## src/rtl/adder_result_serializer.sv

```systemverilog
// rtl/adder_result_serializer.sv - serializes an adder_array result set onto a lane-tagged word stream
module adder_result_serializer #(
  parameter int BIT_WIDTH = 32,
  parameter int CNT_WIDTH = 8
) (
  input  logic                 clk,
  input  logic                 reset_n,
  input  logic                 in_valid,
  output logic                 in_ready,
  input  logic [2:0]           cmd,
  input  logic [BIT_WIDTH-1:0] din0,
  input  logic [BIT_WIDTH-1:0] din1,
  input  logic [BIT_WIDTH-1:0] din2,
  input  logic [BIT_WIDTH-1:0] din3,
  input  logic [3:0]           ovf_in,
  output logic                 out_valid,
  input  logic                 out_ready,
  output logic [BIT_WIDTH-1:0] out_data,
  output logic [1:0]           out_lane,
  output logic                 out_ovf,
  output logic                 out_last,
  output logic [CNT_WIDTH-1:0] ovf_count,
  input  logic                 ovf_clear
);

  localparam logic [0:0] IDLE = 1'b0;
  localparam logic [0:0] SEND = 1'b1;
  localparam logic [CNT_WIDTH-1:0] CNT_MAX = '1;

  logic [0:0]           state;
  logic [BIT_WIDTH-1:0] data_q [4];
  logic [BIT_WIDTH-1:0] din_arr [4];
  logic [3:0]           ovf_q;
  logic [1:0]           lane;
  logic [1:0]           end_lane;
  logic                 accept;
  logic                 out_hs;

  assign din_arr[0] = din0;
  assign din_arr[1] = din1;
  assign din_arr[2] = din2;
  assign din_arr[3] = din3;

  assign in_ready  = (state == IDLE);
  assign out_valid = (state == SEND);
  assign accept    = in_valid && in_ready;
  assign out_hs    = out_valid && out_ready;

  // Fields read as zero outside SEND so an idle stream shows no stale words.
  assign out_data = out_valid ? data_q[lane] : '0;
  assign out_lane = out_valid ? lane : 2'd0;
  assign out_ovf  = out_valid && ovf_q[lane];
  assign out_last = out_valid && (lane == end_lane);

  always_ff @(posedge clk or negedge reset_n) begin
    if (!reset_n) begin
      state    <= IDLE;
      ovf_q    <= '0;
      lane     <= '0;
      end_lane <= '0;
      for (int i = 0; i < 4; i++) data_q[i] <= '0;
    end else begin
      case (state)
        IDLE: begin
          if (accept) begin
            if (cmd == 3'd4) begin
              for (int i = 0; i < 4; i++) data_q[i] <= din_arr[i];
              ovf_q    <= ovf_in;
              lane     <= 2'd0;
              end_lane <= 2'd3;
              state    <= SEND;
            end else if (!cmd[2]) begin
              data_q[cmd[1:0]] <= din_arr[cmd[1:0]];
              ovf_q[cmd[1:0]]  <= ovf_in[cmd[1:0]];
              lane             <= cmd[1:0];
              end_lane         <= cmd[1:0];
              state            <= SEND;
            end
          end
        end
        SEND: begin
          if (out_hs) begin
            if (out_last) state <= IDLE;
            else          lane  <= lane + 2'd1;
          end
        end
        default: state <= IDLE;
      endcase
    end
  end

  // Clear takes priority over a same-cycle increment.
  always_ff @(posedge clk or negedge reset_n) begin
    if (!reset_n) begin
      ovf_count <= '0;
    end else if (ovf_clear) begin
      ovf_count <= '0;
    end else if (out_hs && out_ovf && (ovf_count != CNT_MAX)) begin
      ovf_count <= ovf_count + 1'b1;
    end
  end

endmodule

```

## config.mk

```make
export PLATFORM = sky130hd
export DESIGN_NAME = adder_result_serializer
export DESIGN_NICKNAME = d
export VERILOG_FILES = /design/src/rtl/adder_result_serializer.sv
export SDC_FILE = /design/constraint.sdc
export NUM_CORES = 1
export LEC_CHECK = 0
export CAP_MARGIN = 20
export CORE_MARGIN = 3
export CORE_UTILIZATION = 44
export CTS_CLUSTER_DIAMETER = 30
export DETAILED_ROUTE_END_ITERATION = 10
export PLACE_DENSITY = 0.87
export SYNTH_ARGS = -nofsm -noshare
export SYNTH_HDL_FRONTEND = slang
export SYNTH_SLANG_ARGS = --single-unit
```

## constraint.sdc

```tcl
create_clock -name clk -period 1.8 [get_ports clk]
set_input_delay 0.36 -clock clk [delete_from_list [all_inputs] [get_ports clk]]
set_output_delay 0.36 -clock clk [all_outputs]
set_load 0.05 [all_outputs]
```

=== Yosys cells after proc, flatten, opt, wreduce, memory -nomap -nowiden ===
Cells that the tools add are included.

* $add $sub $neg: 2
* $lt $le $gt $ge: 6
* Eq/ne operators: 8
* Mux-type cells: 37
* Bitwise logic cells: 3
* Reductions and logical operators: 11

{| class="wikitable"
|+ Operators with widths
! cell !! number
|-
| 128-bit 2-to-1 mux || 2
|-
| 32-bit 2-to-1 mux || 6
|-
| 32-bit binary-select mux with 2-bit select || 2
|-
| 128-bit bitwise mux || 1
|-
| 32-bit demux with 2-bit select || 1
|-
| 8-bit 2-to-1 mux || 2
|-
| 2-bit 2-to-1 mux || 7
|-
| 8-bit by 1-bit adder with 8-bit output (second input constant) || 1
|-
| 1-bit logical AND || 8
|-
| 1-bit 2-to-1 mux || 8
|-
| 4-bit 2-to-1 mux || 2
|-
| 8-bit != test (second input constant) || 1
|-
| 3-bit greater-or-equal comparator (second input constant) || 2
|-
| 2-bit by 3-bit less-than comparator with 1-bit output (second input constant) || 2
|-
| 2-bit by 1-bit != test with 1-bit output (second input constant) || 3
|-
| 2-bit NOT with 3-bit output || 2
|-
| 1-bit binary-select mux with 2-bit select || 2
|-
| 4-bit bitwise mux || 1
|-
| 2-bit case mux with 2 select lines || 1
|-
| 4-bit AND reduction || 1
|-
| 3-bit equality test (second input constant) || 1
|-
| 3-bit by 1-bit less-than comparator with 1-bit output (second input constant) || 1
|-
| 3-bit by 2-bit != test with 1-bit output (second input constant) || 1
|-
| 3-bit AND reduction || 1
|-
| 8 further kinds || 8
|}

* Flip-flop bits (word level): 145
* Input bits: 140
* Output and inout bits: 46
* Word-level logic and storage cells: 76

=== Longest topological paths before layout ===
Gate-level depths: netlist (run 1).

* Word-level depth: 8
* Gate-level depth with buffers: 7

=== Least setup slack after synthesis (run 1) ===
OpenSTA, ideal clock, no wires.

* Path type: flip-flop to output port
* From: register state (netlist: out_valid)
* To: output port out_last
* Arrival: 2.237 ns
* Data required time: 1.440 ns
* Slack: -0.797 ns
* Cell stages (with the launch flop): 3
* Path through: dfrtp_1 -> inv_1 -> nor3_1

* Cells in the longest elaborated chain, start to end: 1

{| class="wikitable"
|+ Ends and longest elaborated chain
! item !! line !! source
|-
| start: declaration || 30 || <nowiki>logic [0:0] state;</nowiki>
|-
| start signal: assignment || 57 || <nowiki>state <= IDLE;</nowiki>
|-
| start signal: assignment || 71 || <nowiki>state <= SEND;</nowiki>
|-
| start signal: assignment || 77 || <nowiki>state <= SEND;</nowiki>
|-
| 1-bit logical AND || 53 || <nowiki>assign out_last = out_valid && (lane == end_lane);</nowiki>
|-
| end: declaration || 21 || <nowiki>output logic out_last,</nowiki>
|}

No other way between the ends.

=== Final worst setup path (run 1) ===
* From: register lane[0]
* To: output port out_data[19]

* Cells in the longest elaborated chain, start to end: 5

{| class="wikitable"
|+ Ends and longest elaborated chain
! item !! line !! source
|-
| start: declaration || 34 || <nowiki>logic [1:0] lane;</nowiki>
|-
| start signal: assignment || 75 || <nowiki>lane <= cmd[1:0];</nowiki>
|-
| start signal: assignment || 84 || <nowiki>else lane <= lane + 2'd1;</nowiki>
|-
| 2-bit NOT with 3-bit output (not written as such) || 50 || <nowiki>assign out_data = out_valid ? data_q[lane] : '0;</nowiki>
|-
| 32-bit binary-select mux with 2-bit select || 50 ||
|-
| 32-bit 2-to-1 mux (not written as such) (2 in series) || 50 ||
|-
| 32-bit 2-to-1 mux || 50 ||
|-
| end: declaration || 18 || <nowiki>output logic [BIT_WIDTH-1:0] out_data,</nowiki>
|}

No other way between the ends. The select of a mux whose other input is x is not followed.

==> impl_metrics.sql, run 1 <==
INSERT INTO impl_metrics (metric_group, metric, value, unit) VALUES
('run_status', 'status', 'finished, violations left', ''),
('run_status', 'violations', 'setup timing', ''),
('logic_synthesis', 'most_frequently_used_flop_master_after_synthesis', 'sky130_fd_sc_hd__dfrtp_1', ''),
('die', 'initial_utilization', '46.1', '%'),
('cells_and_area', 'utilization', '69.1', '%'),
('clock_network', 'clock_sinks', '145', ''),
('power', 'vdd_drop_max', '0.00155', 'V'),
('timing', 'final_period_minus_worst_setup_slack', '2.29', 'ns'),
('timing', 'totalNegativeSetupSlack', '-16.34', 'ns'),
('logic_synthesis', 'async_reset_ff_share', '100', '%'),
('die', 'core.rowCount', '44', ''),
('placement', 'post-place-ws', '-0.449', 'ns'),
('die', 'die_area', '17100', 'µm²'),
('cells_and_area', 'layout-area-overhead-vs-synth', '49.8', '%'),
('power', 'static-leakage-power', '4.47', 'nW'),
('timing', 'clock.fmax', '437', 'MHz'),
('logic_synthesis', 'synth_largest_area_cell', 'sky130_fd_sc_hd__dfrtp_1', ''),
('logic_synthesis', 'synth_seq_area_share', '52.9', '%'),
('routing', 'drc', '0', ''),
('critical_path', 'worst-path-buf-inv', '3', ''),
('routing', 'route.antenna.remaining_nets', '0', ''),
('timing', 'setup-violations-final', '42', ''),
('clock_network', 'cts_tree', 'built', ''),
('die', 'die_width', '131', 'µm'),
('global_routing', 'busiest_layer', 'met2', ''),
('global_routing', 'grt_antenna_before_repair', '0', ''),
('routing', 'ratio_of_routed_vias_to_standard_cells', '5.58', ''),
('routing', 'post_drt_wl_per_cell', '22.0', 'µm'),
('placement', 'placedCellCount', '825', ''),
('logic_synthesis', 'number_of_synthesized_flops_with_an_enable_pin', '0', ''),
('timing', 'final.period_utilization', '127', '%'),
('logic_synthesis', 'yosys.cell_count.top_type', 'sky130_fd_sc_hd__dfrtp_1', ''),
('hold_path', 'hold_path.class', 'in2async', ''),
('cells_and_area', 'antenna-diode-count', '0', ''),
('global_routing', 'grt-ovfl-total', '0', ''),
('global_routing', 'global_route_wire_length_before_repair', '28600', 'µm'),
('logic_synthesis', 'netlist_area', '6860', 'µm²'),
('die', 'floorplan.die.height', '131', 'µm'),
('clock_network', 'clock-root-buffer', 'sky130_fd_sc_hd__clkbuf_16', ''),
('power', 'power.total', '19.9', 'mW'),
('placement', 'place.gp.congestion', '0.857', ''),
('timing', 'post-route-worst-setup-slack', '-0.488', 'ns'),
('logic_synthesis', 'ys_warn_count', '0', ''),
('timing', 'grt_setup_unrepaired', 'true', ''),
('clock_network', 'cts-root-to-sink-buffers', '2', ''),
('global_routing', 'met1_usage', '28.0', '%'),
('cells_and_area', 'nets', '813', ''),
('critical_path', 'critical_path.top_delay_family', 'multiplexers', ''),
('logic_synthesis', 'synthesis.area_per_instance', '15.2', 'µm²'),
('clock_network', 'h-tree-depth', '4', ''),
('global_routing', 'grt_start_max_net_pins', '42', ''),
('routing', 'drt-pass1-iter-count', '4', ''),
('logic_synthesis', 'leading_cell_types_by_count_after_synthesis', 'sky130_fd_sc_hd__dfrtp_1 (145), sky130_fd_sc_hd__mux2_2 (103), sky130_fd_sc_hd__and2_1 (32), sky130_fd_sc_hd__mux4_2 (32), sky130_fd_sc_hd__mux2_4 (30)', ''),
('timing', 'worst_clk_skew', '0.00881', 'ns'),
('critical_path', 'end_kind', 'output pin', ''),
('timing', 'timing.max_slew.rel_slack', '71.9', '%'),
('critical_path', 'cp.required', '1.44', 'ns'),
('critical_path', 'critical_path.startpoint_type', 'flop', ''),
('timing', 'pins_over_slew_limit', '0', ''),
('placement', 'place.detailed.hpwl', '12800', 'µm'),
('logic_synthesis', 'synth.ff_latch_count', '145', ''),
('timing', 'fin_worst_hold_slack', '0.421', 'ns'),
('job', 'max_cap_violations', '0', ''),
('die', 'ioPinCount', '186', ''),
('global_routing', 'grt_util_met3', '6.38', '%'),
('cells_and_area', 'drive_gt1_share', '51.2', '%'),
('die', 'fp.coreArea', '14900', 'µm²'),
('clock_network', 'worstSkewPairLatency', '0.41', 'ns'),
('logic_synthesis', 'synth_top_area_share', '52.9', '%'),
('global_routing', 'track_usage', '22.2', '%'),
('logic_synthesis', 'synthCells', '452', '');
## repair_timing
action | 4_1_cts | 5_1_grt
buffers inserted | 8 | 1
pin swaps | 11 | 2
hold buffers | 1 | 0
resized for setup | 49 | 23
cloned | 1 | 2
endpoints found under the setup margin | 42 | 79
endpoints found under the hold margin | 34 | 0
## path summary, 6_finish.rpt
path | from | endpoint | slack, ns | cells past startpoint
max | lane[0] | out_data[19] | -0.49 | 5
min | reset_n | data_q[100] | 0.42 | 2
max reg2reg | lane[0] | ovf_count[0] | -0.29 | 8
min reg2reg | data_q[47] | data_q[47] | 0.50 | 1
max in group asynchronous | reset_n | data_q[22] | 0.81 | 3
min in group clk | cmd[0] | end_lane[0] | 0.47 | 3
## cell usage in the layout (no fill, tap or decap), types with 4 or more instances in the layout
master	synthesis	routed
sky130_fd_sc_hd__buf_4	2	33
sky130_fd_sc_hd__buf_12	3	22
sky130_fd_sc_hd__nor2_1	10	6
sky130_fd_sc_hd__mux2_2	103	103
sky130_fd_sc_hd__buf_6	2	31
sky130_fd_sc_hd__dfrtp_1	145	140
sky130_fd_sc_hd__mux2i_1	4	4
sky130_fd_sc_hd__mux4_2	32	32
sky130_fd_sc_hd__dfrtp_2	0	5
sky130_fd_sc_hd__clkdlybuf4s50_1	0	136
sky130_fd_sc_hd__clkbuf_16	0	19
sky130_fd_sc_hd__nand3_1	6	6
sky130_fd_sc_hd__clkinv_2	0	4
sky130_fd_sc_hd__mux2_4	30	30
sky130_fd_sc_hd__and2_4	0	30
sky130_fd_sc_hd__inv_1	7	4
sky130_fd_sc_hd__nand2_1	10	9
## kinds of logic after synthesis
logic type	Yosys count	share of synthesized area, %
flip-flops	145	52.9
AO/OA/AOI/OAI	24	2.59
AND/OR/NAND/NOR	75	6.19
adder cells (fa/ha/maj)	1	0.182
buffers and inverters	36	3.27
XOR/XNOR	2	0.256
multiplexers	169	34.6
## layout make-up
cell class	count	area, µm²
inverter	7	37.5
timing repair buffer	230	2540
sequential	145	3630
clock inverter	13	160
fill	971	4590
clock buffer	19	443
tap	184	230
multi-input combinational	271	3230
## worst register-to-register path, cell delays in order, from the launching register on
cell	delay [ns]
sky130_fd_sc_hd__dfrtp_2	0.43
sky130_fd_sc_hd__buf_4	0.15
sky130_fd_sc_hd__buf_12	0.14
sky130_fd_sc_hd__buf_12	0.15
sky130_fd_sc_hd__o32a_1	0.38
sky130_fd_sc_hd__buf_6	0.18
sky130_fd_sc_hd__buf_4	0.13
sky130_fd_sc_hd__o21ai_0	0.28
sky130_fd_sc_hd__a21oi_1	0.12
## flip-flops by register name, indices dropped and copies added, names as in the netlist
| register | count |
|---|---|
| data_q | 128 |
| ovf_count | 8 |
| ovf_q | 4 |
| end_lane | 2 |
| lane | 2 |
| out_valid | 1 |
## power breakdown
part           switching (mW)  internal, mW
logic                    4.96          5.55
clock network            1.38          2.22
registers               0.913          4.82
## routing by layer
layer / vias to the layer above / part of all wire (%)
li1: 2101 / -
met1: 2465 / 40
met2: 242 / 51
met3: 39 / 6.9
met4: 0 / 1.7
met5: - / 0
Note: power is estimated with default switching activity, not from simulation.
==> inputs of run 2 (changes only) <==
- CAP_MARGIN: 20 -> default
- clock period: 1.8 -> 2.02 ns (I/O delays scaled with it)
==> run 2 against run 1 <==
  * Sequential share of layout area increased by 0.51 points
  * Die area unchanged
  * Non-clock buffer count decreased by 9
  * Sequential power decreased by 11%
  * Global-route usage decreased by 0.60 points
  * The flow still finishes with violations (setup timing)
  * Wire length decreased by 5.8%
==> impl_metrics.sql, run 2 (same netlist as run 1, synthesis figures left out) <==
INSERT INTO impl_metrics (metric_group, metric, value, unit) VALUES
('timing', 'setup-violations-final', '34', ''),
('global_routing', 'global_route_wire_length_before_repair', '28100', 'µm'),
('critical_path', 'path_cells', 'buf_12 -> clkbuf_16 -> mux4_2 -> and2_4 -> buf_8', ''),
('timing', 'totalNegativeSetupSlack', '-8.83', 'ns'),
('critical_path', 'critical_path.top_delay_family', 'multiplexers', ''),
('critical_path', 'arrival_time_worst_endpoint', '1.91', 'ns'),
('routing', 'initialDrtViolationCount', '191', ''),
('cells_and_area', 'finish.instance_area', '10100', 'µm²'),
('critical_path', 'timing_worst_setup_path_type', 'reg2out', ''),
('global_routing', 'grt-ovfl-total', '0', ''),
('timing', 'final_period_minus_worst_setup_slack', '2.32', 'ns'),
('clock_network', 'cts.reportedPaths.clkPinSlew', '0.06', 'ns'),
('die', 'core.rowCount', '44', ''),
('power', 'static-leakage-power', '4.38', 'nW'),
('power', 'power_per_cell_area', '1730', 'nW/µm²'),
('timing', 'timing.max_slew.rel_slack', '68.7', '%'),
('routing', 'ratio_of_routed_vias_to_standard_cells', '5.45', ''),
('critical_path', 'standard_cell_with_the_maximum_stage_delay_on_the_critical_path', 'sky130_fd_sc_hd__mux4_2', ''),
('routing', 'post_drt_wl_per_cell', '21.0', 'µm'),
('timing', 'grt_setup_unrepaired', 'true', ''),
('global_routing', 'track_usage', '21.6', '%'),
('routing', 'vias', '4672', ''),
('placement', 'post-place-ws', '-0.253', 'ns'),
('global_routing', 'grt_start_max_net_pins', '43', ''),
('cells_and_area', 'largest_registers', 'data_q (128), ovf_count (8), ovf_q (4)', ''),
('cells_and_area', 'largest_register_ffs', '128', ''),
('timing', 'measured_slew_at_the_worst_slew_check_pin', '0.458', 'ns'),
('routing', 'route.final.wire_length', '18000', 'µm'),
('cells_and_area', 'drive_gt1_share', '49.0', '%'),
('cells_and_area', 'layout-area-overhead-vs-synth', '47.6', '%'),
('critical_path', 'cp.required', '1.62', 'ns'),
('cells_and_area', 'final_common_cell', 'sky130_fd_sc_hd__dfrtp_1', ''),
('routing', 'route.antenna.remaining_nets', '0', ''),
('power', 'vdd_drop_max', '0.00114', 'V'),
('cells_and_area', 'registers.top_by_ff_count', 'data_q', ''),
('placement', 'place.gp.congestion', '0.904', ''),
('cells_and_area', 'nets', '804', ''),
('die', 'floorplan.die.height', '131', 'µm'),
('clock_network', 'cts_tree', 'built', ''),
('timing', 'hold_violations', '0', ''),
('cells_and_area', 'antenna-diode-count', '0', ''),
('run_status', 'status', 'finished, violations left', ''),
('job', 'max_cap_violations', '0', ''),
('die', 'die_area', '17100', 'µm²'),
('clock_network', 'clock-root-buffer', 'sky130_fd_sc_hd__clkbuf_16', ''),
('routing', 'drc', '0', ''),
('global_routing', 'grt_pass1_vias', '5370', ''),
('critical_path', 'worst_path_largest_cell_delay', '0.50', 'ns'),
('die', 'die_width', '131', 'µm'),
('critical_path', 'critical_path.startpoint_type', 'flop', ''),
('die', 'initial_utilization', '46.1', '%'),
('placement', 'numPortBuffers', '185', ''),
('timing', 'worst_clk_skew', '0.00807', 'ns'),
('critical_path', 'end_kind', 'output pin', ''),
('clock_network', 'cts-buffers-inserted', '17', ''),
('clock_network', 'worstSkewPairLatency', '0.41', 'ns'),
('clock_network', 'h-tree-depth', '4', ''),
('timing', 'fin_worst_hold_slack', '0.469', 'ns'),
('timing', 'post-route-worst-setup-slack', '-0.296', 'ns'),
('cells_and_area', 'layout_common_cells', 'sky130_fd_sc_hd__dfrtp_1 (142), sky130_fd_sc_hd__clkdlybuf4s50_1 (138), sky130_fd_sc_hd__mux2_2 (103)', ''),
('run_status', 'violations', 'setup timing', ''),
('clock_network', 'cts-root-to-sink-buffers', '2', ''),
('critical_path', 'timing.critical_path.fanout_max', '6', ''),
('clock_network', 'clock_sinks', '145', ''),
('global_routing', 'grt_antenna_before_repair', '1', ''),
('cells_and_area', 'utilization', '68.1', '%'),
('routing', 'drt-pass1-iter-count', '4', ''),
('placement', 'place.detailed.hpwl', '12100', 'µm'),
('die', 'ioPinCount', '186', ''),
('timing', 'final.period_utilization', '115', '%'),
('hold_path', 'hold_path.class', 'in2async', ''),
('timing', 'pins_over_slew_limit', '0', ''),
('timing', 'clock.fmax', '432', 'MHz'),
('placement', 'dpl_cell_area', '9120', 'µm²'),
('critical_path', 'worst-path-buf-inv', '3', ''),
('die', 'fp.coreArea', '14900', 'µm²');
-- run 2: final cells by class --
| class | instances | area (µm²) |
|---|---|---|
| timing repair buffer | 221 | 2480 |
| clock buffer | 21 | 470 |
| fill | 974 | 4750 |
| inverter | 7 | 35.0 |
| tap | 184 | 230 |
| clock inverter | 9 | 83.8 |
| sequential | 145 | 3630 |
| multi-input combinational | 271 | 3180 |
-- run 2: path summary, 6_finish.rpt --
kind                                      to  slack (ns)  cells past startpoint       start
worst max-delay path            out_data[12]       -0.30                      5     lane[0]
worst min register to register    data_q[45]        0.50                      1  data_q[45]
max in group asynchronous        data_q[105]        0.91                      3     reset_n
worst min-delay path             data_q[114]        0.47                      2     reset_n
min in group clk                  data_q[45]        0.50                      1  data_q[45]
worst max register to register  ovf_count[0]        0.02                      7     lane[0]
-- run 2: power breakdown --
part,internal (mW),switching [mW]
logic,5.14,4.35
registers,4.30,0.791
clock network,1.77,1.18
-- run 2: what timing repair did --
item	in CTS	in global routing
hold buffers	1	0
buffers inserted	1	2
endpoints found under the hold margin	38	0
setup endpoints to repair	38	38
resized for setup	52	56
cloned	0	3
pin swaps	1	8
-- run 2: routing by layer --
layer  wire length [µm]  vias up  GRT usage [%]
li1                   -     2074              -
met4                106        2           4.90
met5                 13        -              0
met3               1060       10           5.73
met1               7580     2425           27.6
met2               9220      161           37.0
-- run 2: per-stage QoR --
stage	power (mW)	instances
final	17.5	858
after global routing	18.4	858
after detailed placement	13.1	821
after CTS	16.8	853
after floorplan	10.6	452
after global placement	12.9	821
-- run 2: worst register-to-register path: stages (launching register included) --
cell and delay (ns):
sky130_fd_sc_hd__dfrtp_2 0.41, sky130_fd_sc_hd__buf_12 0.15, sky130_fd_sc_hd__clkbuf_16 0.16, sky130_fd_sc_hd__buf_8 0.14
sky130_fd_sc_hd__o32a_1 0.43, sky130_fd_sc_hd__buf_4 0.17, sky130_fd_sc_hd__or3_4 0.36, sky130_fd_sc_hd__a21oi_2 0.12
